===== src/rtl/sorted_collector_pkg.sv =====
// ============================================================================
//  sorted_collector_pkg
//  Shared state encodings and widths for the sorter / collector pair.
//  Revision: 1.0
// ============================================================================
`default_nettype none

package sorted_collector_pkg;

    localparam int DATA_NUM_DEF = 256;
    localparam int BYTE_W       = 8;

    typedef enum logic [1:0] {
        COLLECT = 2'd0,
        LOAD    = 2'd1,
        DRAIN   = 2'd2,
        DONE    = 2'd3
    } state_e;

endpackage

`default_nettype wire


===== src/rtl/collector_mem.sv =====
// ============================================================================
//  collector_mem
//  Frame buffer: one synchronous write port, one registered read port.
//  Revision: 1.0
// ============================================================================
`default_nettype none

module collector_mem
    import sorted_collector_pkg::*;
#(
    parameter int DEPTH  = DATA_NUM_DEF,
    parameter int ADDR_W = 8
) (
    input  logic              clk,
    input  logic              xrst,
    input  logic              we_i,
    input  logic [ADDR_W-1:0] waddr_i,
    input  logic [BYTE_W-1:0] wdata_i,
    input  logic              re_i,
    input  logic [ADDR_W-1:0] raddr_i,
    output logic [BYTE_W-1:0] rdata_o
);

    logic [BYTE_W-1:0] mem_q [DEPTH];
    logic [BYTE_W-1:0] rdata_q;

    // Storage array carries no reset; only the read register does.
    always_ff @(posedge clk) begin
        if (we_i) begin
            mem_q[waddr_i] <= wdata_i;
        end
    end

    always_ff @(posedge clk or negedge xrst) begin
        if (!xrst) begin
            rdata_q <= '0;
        end else if (re_i) begin
            rdata_q <= mem_q[raddr_i];
        end
    end

    assign rdata_o = rdata_q;

endmodule

`default_nettype wire


===== src/rtl/sorted_collector.sv =====
// ============================================================================
//  sorted_collector
//  Captures one sorted frame, checks ordering, sums it, replays via ready/valid.
//  Revision: 1.0
// ============================================================================
`default_nettype none

module sorted_collector
    import sorted_collector_pkg::*;
#(
    parameter int DATA_NUM = DATA_NUM_DEF,
    parameter int ADDR_W   = 8,
    parameter int SUM_W    = 16
) (
    input  logic              clk,
    input  logic              xrst,
    input  logic              start,
    input  logic [BYTE_W-1:0] data_in,
    input  logic              valid_in,
    output logic [BYTE_W-1:0] data_out,
    output logic              valid_out,
    input  logic              ready_in,
    output logic              done,
    output logic              order_err,
    output logic              overrun,
    output logic [SUM_W-1:0]  sum_out
);

    localparam logic [ADDR_W-1:0] LAST_PTR = ADDR_W'(DATA_NUM - 1);
    localparam logic [ADDR_W-1:0] PTR_ONE  = ADDR_W'(1);

    state_e             state_q, state_d;
    logic [ADDR_W-1:0]  wr_ptr_q, wr_ptr_d;
    logic [ADDR_W-1:0]  rd_ptr_q, rd_ptr_d;
    logic [BYTE_W-1:0]  last_q, last_d;
    logic [SUM_W-1:0]   sum_q, sum_d;
    logic               valid_q, valid_d;
    logic               done_q, done_d;
    logic               order_err_q, order_err_d;
    logic               overrun_q, overrun_d;

    logic               mem_we;
    logic               mem_re;
    logic [ADDR_W-1:0]  mem_raddr;

    always_comb begin
        state_d     = state_q;
        wr_ptr_d    = wr_ptr_q;
        rd_ptr_d    = rd_ptr_q;
        last_d      = last_q;
        sum_d       = sum_q;
        valid_d     = valid_q;
        done_d      = done_q;
        order_err_d = order_err_q;
        overrun_d   = overrun_q;
        mem_we      = 1'b0;
        mem_re      = 1'b0;
        mem_raddr   = rd_ptr_q;

        if (start) begin
            // Flush wins over everything, including a coincident valid_in.
            state_d     = COLLECT;
            wr_ptr_d    = '0;
            rd_ptr_d    = '0;
            last_d      = '0;
            sum_d       = '0;
            valid_d     = 1'b0;
            done_d      = 1'b0;
            order_err_d = 1'b0;
            overrun_d   = 1'b0;
        end else begin
            if (valid_in && (state_q != COLLECT)) begin
                overrun_d = 1'b1;
            end
            case (state_q)
                COLLECT: begin
                    if (valid_in) begin
                        mem_we   = 1'b1;
                        wr_ptr_d = wr_ptr_q + PTR_ONE;
                        sum_d    = sum_q + {{(SUM_W-BYTE_W){1'b0}}, data_in};
                        last_d   = data_in;
                        if ((wr_ptr_q != '0) && (data_in < last_q)) begin
                            order_err_d = 1'b1;
                        end
                        if (wr_ptr_q == LAST_PTR) begin
                            state_d = LOAD;
                        end
                    end
                end
                LOAD: begin
                    mem_re    = 1'b1;
                    mem_raddr = '0;
                    rd_ptr_d  = '0;
                    valid_d   = 1'b1;
                    state_d   = DRAIN;
                end
                DRAIN: begin
                    if (valid_q && ready_in) begin
                        if (rd_ptr_q == LAST_PTR) begin
                            valid_d = 1'b0;
                            done_d  = 1'b1;
                            state_d = DONE;
                        end else begin
                            rd_ptr_d  = rd_ptr_q + PTR_ONE;
                            mem_re    = 1'b1;
                            mem_raddr = rd_ptr_q + PTR_ONE;
                        end
                    end
                end
                default: begin
                end
            endcase
        end
    end

    always_ff @(posedge clk or negedge xrst) begin
        if (!xrst) begin
            state_q     <= COLLECT;
            wr_ptr_q    <= '0;
            rd_ptr_q    <= '0;
            last_q      <= '0;
            sum_q       <= '0;
            valid_q     <= 1'b0;
            done_q      <= 1'b0;
            order_err_q <= 1'b0;
            overrun_q   <= 1'b0;
        end else begin
            state_q     <= state_d;
            wr_ptr_q    <= wr_ptr_d;
            rd_ptr_q    <= rd_ptr_d;
            last_q      <= last_d;
            sum_q       <= sum_d;
            valid_q     <= valid_d;
            done_q      <= done_d;
            order_err_q <= order_err_d;
            overrun_q   <= overrun_d;
        end
    end

    collector_mem #(
        .DEPTH  (DATA_NUM),
        .ADDR_W (ADDR_W)
    ) u_mem (
        .clk     (clk),
        .xrst    (xrst),
        .we_i    (mem_we),
        .waddr_i (wr_ptr_q),
        .wdata_i (data_in),
        .re_i    (mem_re),
        .raddr_i (mem_raddr),
        .rdata_o (data_out)
    );

    assign valid_out = valid_q;
    assign done      = done_q;
    assign order_err = order_err_q;
    assign overrun   = overrun_q;
    assign sum_out   = sum_q;

endmodule

`default_nettype wire

===== config.mk =====
export PLATFORM = sky130hd
export DESIGN_NAME = sorted_collector
export DESIGN_NICKNAME = d
export VERILOG_FILES = /design/src/rtl/sorted_collector_pkg.sv /design/src/rtl/collector_mem.sv /design/src/rtl/sorted_collector.sv
export SDC_FILE = /design/constraint.sdc
export NUM_CORES = 2
export LEC_CHECK = 0
export ABC_CLOCK_PERIOD_IN_PS = 5400
export BUFFER_PORTS_ARGS = -buffer_cell sky130_fd_sc_hd__buf_2
export CAP_MARGIN = 20
export CELL_PAD_IN_SITES_DETAIL_PLACEMENT = 0
export CELL_PAD_IN_SITES_GLOBAL_PLACEMENT = 1
export CORE_UTILIZATION = 35
export CTS_BUF_LIST = sky130_fd_sc_hd__clkbuf_2 sky130_fd_sc_hd__clkbuf_4 sky130_fd_sc_hd__clkbuf_8
export DETAILED_ROUTE_END_ITERATION = 8
export PLACE_DENSITY_LB_ADDON = 0.1
export SYNTH_ARGS = -nofsm -noshare
export SYNTH_HDL_FRONTEND = slang
export SYNTH_SLANG_ARGS = --single-unit
export TNS_END_PERCENT = 20

===== constraint.sdc =====
create_clock -name clk -period 5.4 [get_ports clk]
set_clock_uncertainty 0.15 [all_clocks]
set_input_delay 0.54 -clock clk [delete_from_list [all_inputs] [get_ports clk]]
set_output_delay 0.54 -clock clk [all_outputs]
set_load 0.03 [all_outputs]

======== Word level (Yosys, flattened, before mapping) ========
Memories as Yosys holds them, arrays and structs flattened. A register that Yosys moved wholly into a read port is not among the register bits.
Cells that the tools add are included.
storage, ports and cells
  flip-flop bits (word level) ............. 46
  memories ................................ 1
  output and inout bits ................... 28
  memory bits (writable) .................. 2048
operators by class
  reduce and logical (&&, ||, !) cells .... 21
  multiplexer cells ....................... 43
  magnitude comparators ................... 1
  $add $sub $neg .......................... 3
  eq/ne operators ......................... 8
memory list
  name         words  bits a word  read ports  clocked after Yosys merged registers in  wr ports  RTL line             text
  u_mem.mem_q  256    8            1           1                                        1         collector_mem.sv:24  logic [BYTE_W-1:0] mem_q [DEPTH];
operator list
  operator                                                         number
  8-bit two-way mux                                                10
  16-bit two-way mux                                               3
  1-bit two-way mux                                                21
  16-bit by 8-bit adder with 16-bit output                         1
  8-bit by 1-bit adder with 8-bit output, second input constant    2
  8-bit == test, second input constant                             2
  8-bit one-hot mux with 2 select lines                            1
  2-bit nonzero test                                               8
  3-bit inequality test, second input constant                     4
  2-bit two-way mux                                                5
  3-bit AND reduction                                              3
  8-bit less-than comparator                                       1
  8-bit nonzero test                                               1
  2-bit one-hot mux with 3 select lines                            1
  5-bit AND reduction                                              1
  1-bit one-hot mux with 2 select lines                            2
  4-bit nonzero test                                               1
  1-bit logical AND                                                3
  3-bit nonzero test                                               1
  2-bit by 1-bit == test with 1-bit output, second input constant  1
  2-bit == test, second input constant                             1
  2-bit zero test                                                  1
  2-bit AND reduction                                              1
  1-bit zero test                                                  1

======== Longest topological paths before layout ========
  depth in word-level cells ............... 6
  mapped depth ............................ 19
  gate-level depth less buffers ........... 12

======== Modules after synthesis ========
A second synthesis with hierarchy kept.
second synthesis, totals
  cell total of the unflattened synthesis .. 4146
  area total of the unflattened synthesis .. 82823.2 µm²
modules (own cells, without submodules)
  module            cells each  instances  area each (µm²)  sequential area each (µm²)
  collector_mem     3816        1          79961.7          61699.2
  sorted_collector  330         1          2861.5           1151.1

======== Worst setup path before layout ========
No wires, ideal clock.
  path type ............................... reg2reg
  start ................................... register state_q[0]
  end ..................................... register u_mem.rdata_q[5], in the netlist u_mem.rdata_o[5], read port of u_mem.mem_q
  data required time ...................... 5.163 ns
  stages on the path, launching flop included .. 16
  period minus slack after synthesis ...... 3.407 ns
  arrival time ............................ 3.170 ns
  path buffers ............................ 6
  slack ................................... 1.993 ns
  cell sequence ........................... dfrtp_1 inv_1 ha_1 buf_2 nand4_2 a2111o_1 and2_1 buf_4 buf_6 buf_6 buf_6 buf_2 o41a_1 o311ai_0 nand4_1 o211ai_1
between the ends
  word-level cells in the longest chain between the ends .. 3
RTL lines
  item                                                                                            RTL line                 text
  from (decl)                                                                                     sorted_collector.sv:32   state_e state_q, state_d;
  from (signal assigned)                                                                          sorted_collector.sv:128  state_q <= state_d;
  2-bit == test or 2-bit by 1-bit == test with 1-bit output (tied branches)                       sorted_collector.sv:75   case (state_q)
  8-bit one-hot mux with 2 select lines or 1-bit one-hot mux with 2 select lines (tied branches)  n/a
  8-bit two-way mux or 1-bit two-way mux (tied branches)                                          sorted_collector.sv:60   if (start) begin
  to (decl)                                                                                       collector_mem.sv:25      logic [BYTE_W-1:0] rdata_q;
Several ways; a longest one is shown, not always the timed one.
A chain may end at the register's enable or synchronous reset.

======== Worst setup path after layout ========
  start ................................... register state_q[1]
  end ..................................... register u_mem.rdata_q[5], in the netlist u_mem.rdata_o[5], read port of u_mem.mem_q
Same word-level chain as after synthesis.

==> impl_metrics.env <==
export IMPL_run_status="finished, final reports clean"
export IMPL_multi_input_area_um2=19300
export IMPL_max_clock_freq_mhz=189
export IMPL_grt_ovfl_total=0
export IMPL_hpwlAfterDp_um=186000
export IMPL_crit_type="flip-flop to flip-flop"
export IMPL_setup_violations=0
export IMPL_core_area_um2=238000
export IMPL_path_max_fanout=34
export IMPL_yosys_cell_types_count=77
export IMPL_grt_max_degree=157
export IMPL_cpPeakStageDelay_ns=0.74
export IMPL_ant_nets=0
export IMPL_totalWireLength_um=296000
export IMPL_vdd_ir_drop_max_mv=0.254
export IMPL_grt_pass1_vias=51900
export IMPL_critPathSlowestCell="mux2i_4"
export IMPL_synth_area_top_cells="edfxtp_1 73%, nand2_1 6.6%, nand3_1 3.0%"
export IMPL_wire_per_inst_um=29.9
export IMPL_r2r_start="state_q[1]"
export IMPL_hp_class="input pin to flip-flop"
export IMPL_crit_end="u_mem.rdata_o[5]"
export IMPL_die_h_um=491
export IMPL_synth_seq_cells=2102
export IMPL_cts_resized_gates=0
export IMPL_seq_area_um2=62900
export IMPL_arrival_ns=6.09
export IMPL_fin_util_pct=40.6
export IMPL_synth_ff_type="edfxtp_1"
export IMPL_worstRegToRegCells=15
export IMPL_max_slew_worst_pin_slew_ns=1.19
export IMPL_syn_inst=6124
export IMPL_rsz0062_at_grt="false"
export IMPL_htreeDepth=5
export IMPL_grtUsageTotal_pct=24.1
export IMPL_wl_met3_um=20800
export IMPL_yosysTopAreaCell="edfxtp_1"
export IMPL_grt_pass1_wl_um=412000
export IMPL_yosys_warnings=0
export IMPL_final_max_slew_violation_count=0
export IMPL_drt_initial_drc_count=5679
export IMPL_cp_start_kind="flip-flop"
export IMPL_placed_cell_area_um2=89200
export IMPL_slew_headroom_pct=20.2
export IMPL_ff2ff_setup_slack_ns=0.12
export IMPL_finalNetCount=6497
export IMPL_clock_sinks=2102
export IMPL_globalplace_congestion=0.835
export IMPL_synth_top_cell_area_share_pct=73.4
export IMPL_io_pins=41
export IMPL_rows=179
export IMPL_syn_avg_cell_area_um2=13.7
export IMPL_cp_required_ns=6.21
export IMPL_dieArea_um2=241000
export IMPL_syn_nets=6161
export IMPL_critPathLaunch="state_q[1]"
export IMPL_stdcell_area_um2=96600
export IMPL_start_util_pct=35.2
export IMPL_finalHoldViolations=0
export IMPL_drc=0
export IMPL_numPortBuffers=40
export IMPL_clock_path_buffers=4
export IMPL_async_reset_ff_share_pct=2.57
export IMPL_clock_latency_ns=1.06
export IMPL_wl_met2_um=136000
export IMPL_syn_area_um2=83800
export IMPL_die_width_um=491
export IMPL_antenna_found_initial=27
export IMPL_clockRootBuffer="clkbuf_8"
export IMPL_r2r_end="u_mem.rdata_o[5]"
export IMPL_vias_per_cell=5.41
export IMPL_finalCritPeriodShare_pct=97.8
export IMPL_cts_tree="done"
export IMPL_yosysSeqAreaShare_pct=75.0
export IMPL_wl_met1_um=132000
export IMPL_power_leakage_uw=0.0322
export IMPL_area_growth_pct=15.3
export IMPL_fin_crit_ns=5.28
export IMPL_n_fill_cell=22200
export IMPL_path_cells="inv_1 > ha_1 > nand3_1 > a21oi_4 > mux2i_4 > buf_12 > nor4_4 > buf_4 > and3_1 > a31oi_1 > nand4_1 > o21bai_1 > o2111ai_1 > buf_4 > o211ai_1"
export IMPL_drtPass1Iterations=6
export IMPL_dr_max_layer_used="met5"
export IMPL_p_per_area_nw_per_um2=359
export IMPL_finalSetupTns_ns=0
export IMPL_cts_buffers=385
export IMPL_drv_cap=0
export IMPL_cp_end_kind="flip-flop"
export IMPL_whs_ns=0.306
export IMPL_synth_edff_count=2048
export IMPL_vias=53600
export IMPL_post_cts_repair_setup_buffers=0
export IMPL_drive_gt1_share_pct=14.5
export IMPL_path_common_cell="buf_4"
export IMPL_path_clk_slew_ns=0.06
[placed cells by master (no fill, tap or decap), drive strengths merged, types with 11 or more instances in the layout]
cell type | synthesis | final
a311oi | 24 | 24
nand3 | 507 | 507
xnor2 | 13 | 13
nor3 | 23 | 23
nor4 | 43 | 43
inv | 20 | 21
o21ai | 94 | 94
o21bai | 13 | 13
a22oi | 47 | 47
nand2 | 1487 | 1487
o22ai | 42 | 42
a221o | 22 | 22
clkinv | 1 | 110
a32oi | 44 | 44
or4 | 14 | 14
nand4 | 64 | 64
a211oi | 40 | 40
mux2i | 191 | 191
a21oi | 147 | 147
o31ai | 17 | 17
nor2 | 324 | 324
clkbuf | 151 | 543
ha | 23 | 23
or3 | 11 | 11
edfxtp | 2048 | 2048
buf | 245 | 328
a31oi | 123 | 123
and3 | 106 | 106
dfrtp | 54 | 54
a221oi | 69 | 69
dlygate4sd3 | 0 | 15
[power breakdown]
part           internal [uW]  switching, uW  total [uW]
combinational            522           1480        2010
clock                   7960           6640       14600
sequential             18000            122       18100
total                  26500           8250       34700
[worst max-delay path: cells and delay by family (launching register included)]
| family | cells | cell delay (ns) |
|---|---|---|
| and+or+nand+nor | 4 | 0.69 |
| muxes | 1 | 0.74 |
| buffers and inverters | 4 | 0.87 |
| AOI/OAI and AO/OA | 5 | 1.87 |
| DFF | 1 | 0.37 |
| adders and majority gates | 1 | 0.44 |
[layout make-up]
type | instances | area share, %
inverters | 21 | 0.0816
repair buffers | 345 | 3.39
multi-input cells | 3605 | 19.9
clock inverters | 119 | 0.630
diodes | 6 | 0.0155
well taps | 3167 | 4.10
clock buffers | 541 | 6.80
flip-flops and latches | 2102 | 65.0
[per-stage QoR]
step           setup WS, ns  total power [uW]  std cells
6_report              0.117             34700       9906
5_1_grt              0.0698             35800       9902
4_1_cts               0.217             35100       9893
3_5_place_dp          0.263             20500       9217
3_3_place_gp         -0.273             20400       9206
2_1_floorplan          1.99             19200       6124
[cells in the mapped netlist (24+ instances only)]
| library cell | number |
|---|---|
| a22oi_1 | 47 |
| o21ai_0 | 74 |
| a311oi_1 | 24 |
| nand2_1 | 1483 |
| dfrtp_1 | 54 |
| buf_2 | 184 |
| mux2i_1 | 191 |
| and3_1 | 106 |
| a221oi_1 | 68 |
| a21oi_1 | 146 |
| a211oi_1 | 40 |
| nand3_1 | 505 |
| buf_1 | 28 |
| nor4_1 | 27 |
| buf_4 | 25 |
| nand4_1 | 63 |
| a31oi_1 | 123 |
| clkbuf_1 | 151 |
| o22ai_1 | 42 |
| a32oi_1 | 44 |
| nor2_1 | 323 |
| edfxtp_1 | 2048 |
[registers in the layout (all words and copies together), names as in the netlist]
| signal | count |
|---|---|
| last_q | 8 |
| order_err | 1 |
| state_q | 2 |
| u_mem.mem_q | 2048 |
| valid_out | 1 |
| u_mem.rdata_o | 8 |
| wr_ptr_q | 8 |
| overrun | 1 |
| done | 1 |
| sum_out | 16 |
| rd_ptr_q | 8 |
[layer usage]
metal / global-route usage [%] / vias to the layer above
met5: 0 / -
met4: 6.67 / 2
met3: 4.76 / 415
met2: 37.5 / 2014
met1: 34.3 / 27600
li1: - / 23600
[worst min-delay path by stage]
stage | start | end | slack [ns] | depth (start not counted)
6_report | data_in[0] | u_mem.mem_q[198][0] | 0.31 | 2
3_3_place_gp | last_q[0] | last_q[0] | 0.36 | 2
5_1_grt | data_in[0] | u_mem.mem_q[198][0] | 0.24 | 2
2_1_floorplan | xrst | done | 0.09 | 0
3_5_place_dp | state_q[0] | state_q[0] | 0.35 | 2
4_1_cts | data_in[0] | u_mem.mem_q[198][0] | 0.22 | 2
[logic make-up (layout without fill, tap and decap cells)]
logic type,Yosys count,count (layout),synth area share (%)
AO/OA/AOI/OAI,752,752,6.20
XOR/XNOR,21,21,0.219
adder cells (fa/ha/maj),24,24,0.367
buffers and inverters,417,1026,2.33
flip-flops,2102,2102,75.0
multiplexers,197,197,2.36
other,0,6,0
AND/OR/NAND/NOR,2611,2611,13.6
[what timing repair did]
item	4_1_cts	5_1_grt
endpoints found under the setup margin	0	0
hold endpoints to repair	505	0
hold buffers	16	0
(Power assumes the default switching activity.)
